## src/rtl/serial_subtractor.sv

```systemverilog
// ---------------------------------------------------------------------------
// serial_subtractor
//   Bit-serial N-bit subtractor: Diff = (A - B - Bin) mod 2^N, computed LSB
//   first, one bit per clock, through a single full-subtractor stage whose
//   borrow is held in a register. An operation takes N cycles from accept to
//   done. The result is held until the next operation completes.
//
// Parameters
//   N     operand/result width in bits (N >= 2)
//
// Ports
//   clk    rising-edge clock
//   rst    synchronous active-high reset (overrides start, aborts SHIFT)
//   start  request, sampled only while idle
//   A, B   minuend / subtrahend, captured on the accepted start
//   Bin    borrow-in, captured on the accepted start
//   Diff   difference, updated only on the final shift edge
//   Bout   final borrow-out (A < B + Bin, unsigned)
//   Ovf    signed overflow of A - B - Bin (only with SERIAL_SUB_OVF_EN)
//   busy   high while shifting
//   done   one-cycle pulse, result valid from this cycle onward
//
// Optional feature macro: SERIAL_SUB_OVF_EN (adds the Ovf output).
// ---------------------------------------------------------------------------
module serial_subtractor #(
    parameter int N = 8
) (
    input  logic         clk,
    input  logic         rst,
    input  logic         start,
    input  logic [N-1:0] A,
    input  logic [N-1:0] B,
    input  logic         Bin,
    output logic [N-1:0] Diff,
    output logic         Bout,
`ifdef SERIAL_SUB_OVF_EN
    output logic         Ovf,
`endif
    output logic         busy,
    output logic         done
);

    localparam int CW = $clog2(N);

    typedef enum logic {
        IDLE  = 1'b0,
        SHIFT = 1'b1
    } state_t;

    state_t          state;
    logic [N-1:0]    a_sh;    // minuend shifting out; result bits shift in at MSB
    logic [N-1:0]    b_sh;
    logic            borrow;
    logic [CW-1:0]   cnt;

    logic            d;
    logic            bo;
    logic            last;

    // Full-subtractor stage on the current LSBs.
    assign d    = a_sh[0] ^ b_sh[0] ^ borrow;
    assign bo   = (~a_sh[0] & b_sh[0]) | (~(a_sh[0] ^ b_sh[0]) & borrow);
    assign last = (cnt == CW'(N - 1));

    always_ff @(posedge clk) begin
        if (rst) begin
            state  <= IDLE;
            a_sh   <= '0;
            b_sh   <= '0;
            borrow <= 1'b0;
            cnt    <= '0;
            Diff   <= '0;
            Bout   <= 1'b0;
`ifdef SERIAL_SUB_OVF_EN
            Ovf    <= 1'b0;
`endif
            busy   <= 1'b0;
            done   <= 1'b0;
        end else begin
            done <= 1'b0;
            case (state)
                IDLE: begin
                    if (start) begin
                        a_sh   <= A;
                        b_sh   <= B;
                        borrow <= Bin;
                        cnt    <= '0;
                        busy   <= 1'b1;
                        state  <= SHIFT;
                    end
                end
                SHIFT: begin
                    // The A register doubles as the result register: each
                    // consumed minuend bit frees the MSB for the new
                    // difference bit, so after N shifts it holds the result.
                    a_sh   <= {d, a_sh[N-1:1]};
                    b_sh   <= b_sh >> 1;
                    borrow <= bo;
                    if (last) begin
                        state <= IDLE;
                        busy  <= 1'b0;
                        done  <= 1'b1;
                        Diff  <= {d, a_sh[N-1:1]};
                        Bout  <= bo;
`ifdef SERIAL_SUB_OVF_EN
                        // borrow still holds the borrow into the MSB stage here
                        Ovf   <= borrow ^ bo;
`endif
                    end else begin
                        cnt <= cnt + CW'(1);
                    end
                end
                default: state <= IDLE;
            endcase
        end
    end

endmodule

```

## config.mk

```make
export PLATFORM = sky130hd
export DESIGN_NAME = serial_subtractor
export DESIGN_NICKNAME = d
export VERILOG_FILES = /design/src/rtl/serial_subtractor.sv
export SDC_FILE = /design/constraint.sdc
export NUM_CORES = 1
export LEC_CHECK = 0
export ABC_AREA = 0
export CORE_AREA = 2 2 64 66
export CTS_CLUSTER_SIZE = 40
export DETAILED_ROUTE_END_ITERATION = 8
export DIE_AREA = 0 0 66 68
export SETUP_SLACK_MARGIN = 0.5
export SKIP_LAST_GASP = 1
export SLEW_MARGIN = 15
export SYNTH_ARGS = -nofsm -noshare
export SYNTH_HDL_FRONTEND = slang
export SYNTH_SLANG_ARGS = --single-unit
```

## constraint.sdc

```tcl
create_clock -name clk -period 1.7 [get_ports clk]
set_clock_uncertainty 0.1 [all_clocks]
set_input_delay 0.34 -clock clk [delete_from_list [all_inputs] [get_ports clk]]
set_output_delay 0.34 -clock clk [all_outputs]
set_load 0.02 [all_outputs]
```

Yosys cells after proc, flatten, opt, wreduce, memory -nomap -nowiden
Cells that the tools add are included.

storage, ports and cells
  bits in read-only memories = 0
  output and inout port bits = 11
  register bits = 32
  bits in latches = 0
  memories kept = 0
  RAM bits = 0
  word-level logic and storage cells = 42

cells by class
  mux-type cells = 16
  bitwise operators = 8
  multiply operators = 0
  $add $sub $neg = 1
  reductions and logical operators = 4
  shift operators = 0
  div/mod/pow operators = 0
  order comparisons = 0
  equal/unequal tests = 4

operators by type and width
  cell                                                                     number
  8-bit one-hot mux with 2 select lines                                    2
  8-bit two-way mux                                                        2
  1-bit two-way mux                                                        6
  3-bit two-way mux                                                        2
  1-bit one-hot mux with 2 select lines                                    3
  3-bit one-hot mux with 2 select lines                                    1
  2-bit AND reduction                                                      3
  2-bit inequality test, second input constant                             2
  3-bit by 1-bit adder with 3-bit output, second input constant            1
  3-bit equality test, second input constant                               1
  1-bit NOT                                                                3
  1-bit bitwise AND                                                        2
  2-bit by 1-bit inequality test with 1-bit output, second input constant  1
  2-bit OR reduction                                                       1
  1-bit bitwise XOR                                                        2
  1-bit OR                                                                 1

Longest topological paths before layout
Gate-level depths: netlist of the first run.

  depth in word-level cells = 5
  gate-level depth with buffers = 6

Worst setup path after synthesis of the first run
No wires, ideal clock.

  path type = reg2reg
  start = register cnt[0]
  end = register Bout
  path slack = 0.315 ns
  path buffers = 1
  clock period less this slack = 1.385 ns
  required time = 1.514 ns
  arrival = 1.200 ns
  stages on the path, launching flop included = 6
  cells stage by stage = dfxtp_1 ha_1 ha_1 and2_4 buf_6 a211oi_1

on the way
  word-level cells in the longest chain between the ends = 2

ends and longest elaborated chain
  what                                  line  source
  start: declaration                    54    logic [CW-1:0] cnt;
  start signal: assignment              110   cnt <= cnt + CW'(1);
  3-bit equality test                   63    assign last = (cnt == CW'(N - 1));
  2-bit AND reduction (no source line)  n/a
  end signal: assignment                104   Bout <= bo;
  end: declaration                      35    output logic Bout,

Every way passes these cells.
A chain may end at the register's enable or synchronous reset.

Worst setup path after layout of the first run
  start = register borrow
  end = register a_sh[7]

on the way
  word-level cells in the longest chain between the ends = 2

ends and longest elaborated chain
  what                                   line  source
  start: declaration                     53    logic borrow;
  start signal: assignment               86    borrow <= Bin;
  start signal: assignment               98    borrow <= bo;
  1-bit bitwise XOR                      61    assign d = a_sh[0] ^ b_sh[0] ^ borrow;
  named net d                            56    logic d;
  8-bit one-hot mux with 2 select lines  81    case (state)
  end signal: assignment                 96    a_sh <= {d, a_sh[N-1:1]};
  end: declaration                       51    logic [N-1:0] a_sh;

The timed path passes the listed nets, and every way through them passes these cells.

==> results by group, run 1 <==
Global route
  – First-pass GRT wire length: 4.91 mm
  – Initial antenna violation count: 0
  – Largest net degree at the start of global routing: 33
  – All-Layer GR Usage: 14.9%
  – Number of global-route vias before repair: 1107
  – GRT Residual Overflow: 0

Layout
  – P&R area growth vs syn: 40.7%
  – Layout cells sized above 1: 33.9%
  – Ant. Diodes: 0
  – Final #Nets: 218
  – Design Area, Final: 0.00202 mm^2
  – Commonest non-fill, non-tap cell in the layout: nand2_1
  – Commonest cells after routing, fill and taps aside: nand2_1, clkdlybuf4s50_1, dfxtp_2, mux2i_1, dfxtp_1
  – # fillers: 367

Clock network
  – Reg clk slew, reported paths: 0.06 ns
  – Clk Latency, worst-skew pair: 0.28 ns
  – CTS root buf: clkbuf_8
  – Clock sink total: 32
  – Num CTS Buffers: 5
  – Hold-fix buffers at CTS: 0
  – CTS tree: yes
  – Clk buf depth: 2
  – Number of H-tree levels: 2

Timing
  – Worst-Margin Slew: 0.253 ns
  – Hold Fails Final Rpt: 0
  – Worst setup margin: 0.398 ns
  – Final Critical Period: 1.30 ns
  – FMAX: 0.768 GHz
  – RSZ-0062 raised after global routing: yes
  – Max-slew violation count: 0
  – Worst Hold Slack: 0.358 ns
  – Final setup viols: 0
  – Crit share post-route: 76.6%
  – Slew HR: 83.1%

Logic synthesis
  – Synth Net Count: 182
  – Synth Instances: 158
  – Mux cell area share after synthesis: 11.1%
  – Largest family of logic cells by synthesized area: simple AND/OR/NAND/NOR gates
  – Post-Synth Simple-Gate Area: 21.1%
  – Seq cells post-synth: 32
  – Syn Area/Cell: 9.11 um^2
  – Xor/xnor share of the synthesized area: 0%
  – YS warnings: 0
  – Synth cell types: 21
  – Post-Synth Adder-Cell Area: 4.00%
  – Netlist area before placement: 0.00144 mm^2
  – Compound-gate portion of the synthesized area: 12.9%
  – Sequential-to-total area share from yosys stat: 44.5%

Critical path
  – CP Capture Type: flip-flop
  – Crit path cell chain: inv_2 -> fa_2 -> nand2_1 -> o21ai_1 -> nor2b_1
  – Critical path fanouts, max: 2
  – Critical path required time: 1.82 ns
  – Reg2reg path depth: 5
  – CP startpoint kind: flip-flop
  – Crit path kind: reg -> reg
  – CP arrival: 1.42 ns
  – Slowest Stage Delay on Critical Path: 0.54 ns
  – Critical Path Slowest Stage Cell: fa_2

Power
  – Pleak: 0.831 nW
  – Overall power: 0.00156 W
  – Worst vdd ir: 415 uV
  – Pwr/cell area: 770 mW/mm^2

Place
  – HPWL Detailed: 1.89 mm
  – Dpl ws: -0.00392 ns
  – Gpl congestion: 0.665
  – Post-placement cell area: 0.00180 mm^2
  – Port Buf Inserts: 30

Status
  – Status: complete, no violations

Die
  – Row cnt: 23
  – I/O pins: 31
  – Die Span X: 66 um
  – Initial core utilization: 37.3%
  – Die footprint: 0.00449 mm^2
  – Die Y-Extent: 68 um
  – Core Region: 0.00386 mm^2

Worst hold path
  – Worst Hold Class: reg -> reg
  – Hold Crit Depth: 2

Run
  – MaxCap Viol Count: 0

Drt
  – Via density: 4.71
  – Total Wirelength: 3.10 mm
  – Post-route DRC: 0
  – Final antenna-violating net count: 0
  – Initial drt markers: 18
  – Pre-Repair DR Iteration Count: 4
  – Routed len/inst: 12.8 um
  – Vias: 1139
-- worst paths after layout --
check	end	startpoint	slack [ns]
setup / recovery	a_sh[7]$_SDFFE_PP0P_	borrow$_SDFFE_PP0P_	0.40
hold / removal	Diff[1]$_SDFFE_PP0P_	Diff[1]$_SDFFE_PP0P_	0.36
setup reg to reg	a_sh[7]$_SDFFE_PP0P_	borrow$_SDFFE_PP0P_	0.40
hold reg to reg	Diff[1]$_SDFFE_PP0P_	Diff[1]$_SDFFE_PP0P_	0.36
-- area by class of cell --
class / instances / area, um^2 / share of cell area, %
well taps: 50 / 62.6 / 3.09
multi-input cells: 115 / 783 / 38.7
flip-flops and latches: 32 / 661 / 32.6
clock buffers: 5 / 68.8 / 3.40
inverters: 2 / 7.51 / 0.371
repair buffers: 38 / 442 / 21.8
-- flip-flops by register name, summed over array words and instances (netlist names) --
register	count
cnt	3
Bout	1
Diff	8
done	1
a_sh	8
b_sh	8
borrow	1
busy	1
state	1
-- through the flow --
step           util (%)  std cells  setup TNS (ns)
5_1_grt            52.5        242               0
6_report           52.5        242               0
2_1_floorplan         -        158               0
3_5_place_dp       46.8        232        -0.00687
4_1_cts            50.0        240               0
3_3_place_gp       46.8        232               0
-- synth_stat cells --
library cell | number | area (um^2)
buf_2 | 1 | 5.00
dfxtp_1 | 32 | 641
and2_4 | 1 | 8.76
nor3_1 | 2 | 10.0
fa_1 | 1 | 20.0
nand2_1 | 35 | 131
buf_1 | 1 | 3.75
mux2i_1 | 16 | 160
nor2_2 | 1 | 6.26
and2b_1 | 13 | 97.6
ha_1 | 3 | 37.5
o21ai_0 | 2 | 10.0
o21ai_1 | 15 | 75.1
nor2_1 | 5 | 18.8
clkbuf_1 | 2 | 7.51
a211oi_2 | 3 | 37.5
a21oi_1 | 11 | 55.1
buf_6 | 6 | 67.6
nor2b_1 | 5 | 31.3
a211oi_1 | 1 | 7.51
inv_1 | 2 | 7.51
-- report_power, final --
| part | switching (W) | total (W) | internal, W |
|---|---|---|---|
| Clock | 0.000245 | 0.000508 | 0.000263 |
| Sequential | 0.0000264 | 0.000813 | 0.000786 |
| Combinational | 0.000101 | 0.000238 | 0.000137 |
-- kinds of logic after synthesis --
kind of cell    after synthesis
simple gates                 62
fa+ha+maj                     4
compound gates               32
mux                          16
flops                        32
buf+inv                      12
-- critical path, delay by kind of cell, from the launching register on --
family | cells | cell delay, ns
DFF | 1 | 0.33
AOI/OAI and AO/OA | 1 | 0.06
adders and majority gates | 1 | 0.54
and+or+nand+nor | 2 | 0.17
buffers and inverters | 1 | 0.04
-- per-layer routing --
| metal | track usage [%] | wire length [um] | up-vias |
|---|---|---|---|
| met5 | 0 | 0 | - |
| met4 | 7.65 | 85 | 0 |
| met3 | 5.59 | 183 | 9 |
| met2 | 28.0 | 1590 | 26 |
| met1 | 14.1 | 1240 | 508 |
| li1 | - | - | 596 |
-- timing repair --
item	4_1_cts	5_1_grt
resized for setup	73	29
setup buffers	1	1
endpoints found under the setup margin	42	30
pin swaps	6	3
endpoints found under the hold margin	0	0
gates cloned	2	1
(Power assumes the default switching activity.)
==> run 2: changes to the inputs <==
Clock period 1.7 ns to 1.3 ns, I/O delays scaled along.
==> run 2 against run 1 <==
  * Clock power increased by 88%
  * Register-to-register slack got worse by 0.38 ns
  * Critical endpoint unchanged
  * Non-clock buffer count increased by 17
  * Highest routed layer unchanged
  * Die area unchanged
  * Sequential power increased by 32%
  * Final area increased by 20%
  * Via count increased by 11%
  * Flip-flop and latch count unchanged
  * Fmax increased by 1.5%
  * Sequential share of layout area decreased by 5.2 points
  * Critical path depth decreased by 1
  * Worst hold slack improved by 0.0020 ns
==> results by group, run 2 (same netlist as run 1, synthesis figures left out) <==
Drt
  – Total Wirelength: 3.82 mm
  – Via density: 4.81
  – Initial drt markers: 43
  – Final antenna-violating net count: 0
  – Pre-Repair DR Iteration Count: 4
  – Routed len/inst: 14.6 um
  – Vias: 1259
  – Post-route DRC: 0

Power
  – Switching power: 0.000604 W
  – Switching Fraction: 24.3%
  – Clock power share: 38.5%
  – Sequential power share: 42.9%
  – Pleak: 1.04 nW
  – Pwr/cell area: 1020 mW/mm^2
  – Worst vdd ir: 678 uV
  – Internal power: 0.00188 W
  – Comb power frac: 18.5%
  – Overall power: 0.00248 W

Layout
  – Commonest non-fill, non-tap cell in the layout: nand2_1
  – Final #Nets: 235
  – Commonest cells after routing, fill and taps aside: nand2_1, buf_6, dfxtp_2, mux2i_1, clkdlybuf4s50_1
  – P&R area growth vs syn: 68.3%
  – Ant. Diodes: 0
  – Biggest regs: Diff: 8 flops, a_sh: 8 flops, b_sh: 8 flops
  – Layout cells sized above 1: 50.0%

Status
  – Status: complete, no violations

Critical path
  – CP Capture Type: flip-flop
  – Critical Path Slowest Stage Cell: fa_2
  – Crit path cell chain: fa_2 -> nand2_1 -> o21ai_1 -> nor2b_2
  – FF-to-FF End: a_sh[7]$_SDFFE_PP0P_
  – Slowest Stage Delay on Critical Path: 0.56 ns
  – Crit path kind: reg -> reg
  – R2R Path Start: a_sh[0]$_SDFFE_PP0P_
  – Critical Path Sink: a_sh[7]$_SDFFE_PP0P_
  – Flop2flop setup slack: 0.02 ns
  – CP startpoint kind: flip-flop
  – Reg2reg path depth: 4
  – Critical path required time: 1.44 ns
  – Critical path fanouts, max: 2
  – Critical Path Start: a_sh[0]$_SDFFE_PP0P_
  – CP arrival: 1.42 ns

Timing
  – Final Critical Period: 1.28 ns
  – Hold Fails Final Rpt: 0
  – Slew HR: 85.4%
  – FMAX: 0.779 GHz
  – RSZ-0062 raised after global routing: yes
  – Worst-Margin Slew: 0.213 ns
  – Crit share post-route: 98.7%
  – Worst Hold Slack: 0.360 ns
  – Max-slew violation count: 0
  – Final setup viols: 0

Worst hold path
  – Worst Hold Class: reg -> reg

Global route
  – Initial antenna violation count: 0
  – Number of global-route vias before repair: 1235
  – Largest net degree at the start of global routing: 15
  – All-Layer GR Usage: 18.3%
  – GRT Residual Overflow: 0
  – First-pass GRT wire length: 5.91 mm

Die
  – I/O pins: 31
  – Die Y-Extent: 68 um
  – Row cnt: 23
  – Die Span X: 66 um
  – Core Region: 0.00386 mm^2
  – Initial core utilization: 37.3%
  – Die footprint: 0.00449 mm^2

Run
  – MaxCap Viol Count: 0

Clock network
  – Reg clk slew, reported paths: 0.07 ns
  – Clk Latency, worst-skew pair: 0.29 ns
  – Clock sink total: 32
  – Clk buf depth: 2
  – Num CTS Buffers: 5
  – CTS root buf: clkbuf_8
  – CTS tree: yes
  – Number of H-tree levels: 2

Place
  – Port Buf Inserts: 30
  – Gpl congestion: 0.731
  – HPWL Detailed: 1.99 mm
-- run 2: changes by cell type in the layout (fill, tap and decap cells not counted), moves of 5 or more --
cell / change
o21ai_1: -7
nand2_2: +7
o21ai_2: +7
buf_4: +7
nand2_1: -10
buf_6: +5
-- run 2: final cells by class --
type                       instances  area, um^2
fill                             319        1430
clock buffer                       5        68.8
timing repair buffer              55         697
inverter                           2        7.51
multi-input combinational        115         880
sequential                        32         664
tap                               50        62.6
clock inverter                     3        42.5
-- run 2: how the worst min path moves through the flow --
| stage | cells past startpoint | endpoint | start |
|---|---|---|---|
| final | 2 | Diff[3]$_SDFFE_PP0P_ | Diff[3]$_SDFFE_PP0P_ |
| after global routing | 2 | Diff[1]$_SDFFE_PP0P_ | Diff[1]$_SDFFE_PP0P_ |
| after CTS | 2 | Diff[2]$_SDFFE_PP0P_ | Diff[2]$_SDFFE_PP0P_ |
| after detailed placement | 2 | Diff[2]$_SDFFE_PP0P_ | Diff[2]$_SDFFE_PP0P_ |
| after global placement | 2 | Diff[5]$_SDFFE_PP0P_ | Diff[5]$_SDFFE_PP0P_ |
| after floorplan | 1 | cnt[0]$_SDFFE_PP0P_ | cnt[0]$_SDFFE_PP0P_ |
-- run 2: power by group through the flow --
stage	clock network (W)	registers, W	logic, W
floorplan	0	0.00107	0.000189
global placement	0	0.00108	0.000279
detailed placement	0	0.00108	0.000288
CTS	0.000967	0.00106	0.000424
global route	0.00102	0.00107	0.000494
finish	0.000956	0.00107	0.000460
-- run 2: worst max-delay path, delay by kind of cell (launching register included) --
| kind | cells | cell delay (ns) |
|---|---|---|
| flops | 1 | 0.33 |
| compound gates | 1 | 0.06 |
| simple gates | 2 | 0.18 |
| fa+ha+maj | 1 | 0.56 |
-- run 2: routing by layer --
layer,routed length [um],global-route usage [%]
met4,103,7.65
met2,2020,33.5
met5,0,0
met3,168,5.10
met1,1530,19.9
-- run 2: what timing repair did --
item / in CTS / in global routing
gates resized for setup: 116 / 27
hold endpoints to repair: 0 / 0
hold buffers: 0 / 0
endpoints found under the setup margin: 43 / 43
pin swaps: 12 / 12
setup buffers: 6 / 3
gates cloned: 8 / 0
-- run 2: stage by stage --
stage / worst slack (ns) / cell area, um^2 / std cells / TNS (ns) / util [%]
2_1_floorplan: 0.0530 / 1500 / 158 / 0 / -
3_3_place_gp: -0.284 / 1850 / 237 / -5.35 / 48.1
3_5_place_dp: -0.330 / 1850 / 237 / -5.80 / 48.1
4_1_cts: 0.0146 / 2340 / 259 / 0 / 60.6
5_1_grt: -0.0565 / 2420 / 262 / -0.162 / 62.8
6_report: 0.0169 / 2420 / 262 / 0 / 62.8
==> run 3: changes to the inputs <==
Settings changed: GPL_TIMING_DRIVEN set to 0.
==> run 3 against run 2 <==
  * The run now ends with negative setup slack left
  * Clock-buffer cell count rose by 1
  * Fmax fell by 4.1%
  * Wire length fell by 3.0%
  * Critical path type unchanged
  * Critical endpoint is now Bout$_SDFFE_PP0P_
  * Highest routed layer unchanged
==> results by group, run 3 (same netlist as run 1, synthesis figures left out) <==
Layout
  – Ant. Diodes: 0
  – Design Area, Final: 0.00237 mm^2
  – Final #Nets: 231
  – Area of the multi-input gates: 873 um^2
  – Layout cells sized above 1: 47.6%
  – Commonest non-fill, non-tap cell in the layout: nand2_1
  – Register area: 666 um^2
  – P&R area growth vs syn: 64.9%
  – Commonest cells after routing, fill and taps aside: nand2_1, dfxtp_2, clkdlybuf4s50_1
  – Biggest regs: Diff: 8 flops, a_sh: 8 flops, b_sh: 8 flops
  – # fillers: 323

Status
  – Failing checks: negative setup slack
  – Status: complete, but fails checks

Timing
  – Worst-Margin Slew: 0.249 ns
  – FMAX: 0.748 GHz
  – Worst setup margin: -0.0375 ns
  – Final setup viols: 10
  – Sum Neg Setup Slack: -0.170 ns
  – RSZ-0062 raised after global routing: yes
  – Slew HR: 82.9%
  – Hold Fails Final Rpt: 0
  – Max-slew violation count: 0
  – Crit share post-route: 103%
  – Final Critical Period: 1.34 ns

Die
  – Core Region: 0.00386 mm^2
  – Row cnt: 23
  – Die footprint: 0.00449 mm^2
  – Die Y-Extent: 68 um
  – Initial core utilization: 37.3%
  – I/O pins: 31
  – Die Span X: 66 um

Clock network
  – Clock sink total: 32
  – Hold-fix buffers at CTS: 0
  – Clk buf depth: 2
  – Reg clk slew, reported paths: 0.07 ns
  – Num CTS Buffers: 5
  – CTS tree: yes
  – Number of H-tree levels: 2
  – CTS root buf: clkbuf_8
  – Clk Latency, worst-skew pair: 0.28 ns

Drt
  – Total Wirelength: 3.71 mm
  – Final antenna-violating net count: 0
  – Vias: 1251
  – Initial drt markers: 29
  – Routed wl met2: 1.90 mm
  – Via density: 4.85
  – Met1 Wirelength: 1.62 mm
  – Top layer in use: met4
  – Post-route DRC: 0
  – DR WL met3: 146 um
  – Routed len/inst: 14.4 um
  – Pre-Repair DR Iteration Count: 4

Worst hold path
  – HP Start: start
  – Hold Path Sink: state$_SDFF_PP0_
  – Hold Crit Depth: 3
  – Worst Hold Class: in -> reg

Place
  – Port Buf Inserts: 29
  – HPWL Detailed: 2.24 mm
  – Gpl congestion: 0.730
  – Post-placement cell area: 0.00185 mm^2
  – Dpl ws: -0.287 ns

Critical path
  – Flop2flop setup slack: -0.04 ns
  – R2R Path Start: cnt[1]$_SDFFE_PP0P_
  – CP Capture Type: flip-flop
  – CP startpoint kind: flip-flop
  – Reg2reg path depth: 5
  – CP arrival: 1.44 ns
  – Critical path fanouts, max: 6
  – Crit path kind: reg -> reg
  – FF-to-FF End: Bout$_SDFFE_PP0P_
  – Critical path required time: 1.40 ns

Power
  – Worst vdd ir: 764 uV
  – Overall power: 0.00243 W
  – Pwr/cell area: 1020 mW/mm^2
  – Pleak: 1.00 nW

Global route
  – GRT Residual Overflow: 0
  – Number of global-route vias before repair: 1239
  – Largest net degree at the start of global routing: 11
  – First-pass GRT wire length: 5.52 mm
  – All-Layer GR Usage: 16.5%
  – Initial antenna violation count: 0

Run
  – MaxCap Viol Count: 0
[run 3: layout make-up]
| type | count | share of cell area (%) |
|---|---|---|
| inverters | 2 | 0.316 |
| repair buffers | 42 | 21.4 |
| well taps | 50 | 2.64 |
| plain buffers | 10 | 6.22 |
| clock inverters | 2 | 1.48 |
| clock buffers | 6 | 3.06 |
| flip-flops and latches | 32 | 28.1 |
| multi-input cells | 114 | 36.8 |
[run 3: timing repair]
item                                    in CTS  in global routing
pin swaps                                    1                  9
endpoints found under the setup margin      43                 43
gates resized for setup                     97                 43
gates cloned                                 4                  2
buffers inserted                             6                  1
[run 3: worst max-delay path by stage]
stage,depth (start not counted),endpoint,startpoint
final,5,Bout$_SDFFE_PP0P_,cnt[1]$_SDFFE_PP0P_
after detailed placement,3,b_sh[2]$_SDFFE_PP0P_,rst
after CTS,5,Bout$_SDFFE_PP0P_,cnt[1]$_SDFFE_PP0P_
after global placement,3,b_sh[6]$_SDFFE_PP0P_,rst
after global routing,5,a_sh[7]$_SDFFE_PP0P_,b_sh[0]$_SDFFE_PP0P_
after floorplan,5,a_sh[7]$_SDFFE_PP0P_,borrow$_SDFFE_PP0P_
[run 3: power breakdown]
group          switching, W  total, W  internal, W
combinational      0.000168  0.000419     0.000252
clock              0.000372  0.000940     0.000569
sequential        0.0000402   0.00107      0.00103
[run 3: per-layer routing]
metal,vias to the layer above,global-route usage [%]
met5,-,0
li1,625,-
met1,596,19.1
met2,25,29.5
met3,5,3.45
met4,0,7.40
[run 3: critical path: stages, from the launching register on]
cell and delay, ns:
dfxtp_2 0.34, ha_4 0.17, ha_4 0.16, and2_4 0.17, clkbuf_16 0.16, a211oi_2 0.16
[run 3: stage by stage]
step                      hold WS (ns)  instances  util, %
after floorplan                  0.347        158        -
after global placement           0.344        237     48.1
after detailed placement         0.348        237     48.1
after CTS                        0.212        255     56.7
after global routing             0.248        258     61.5
final                            0.221        258     61.5
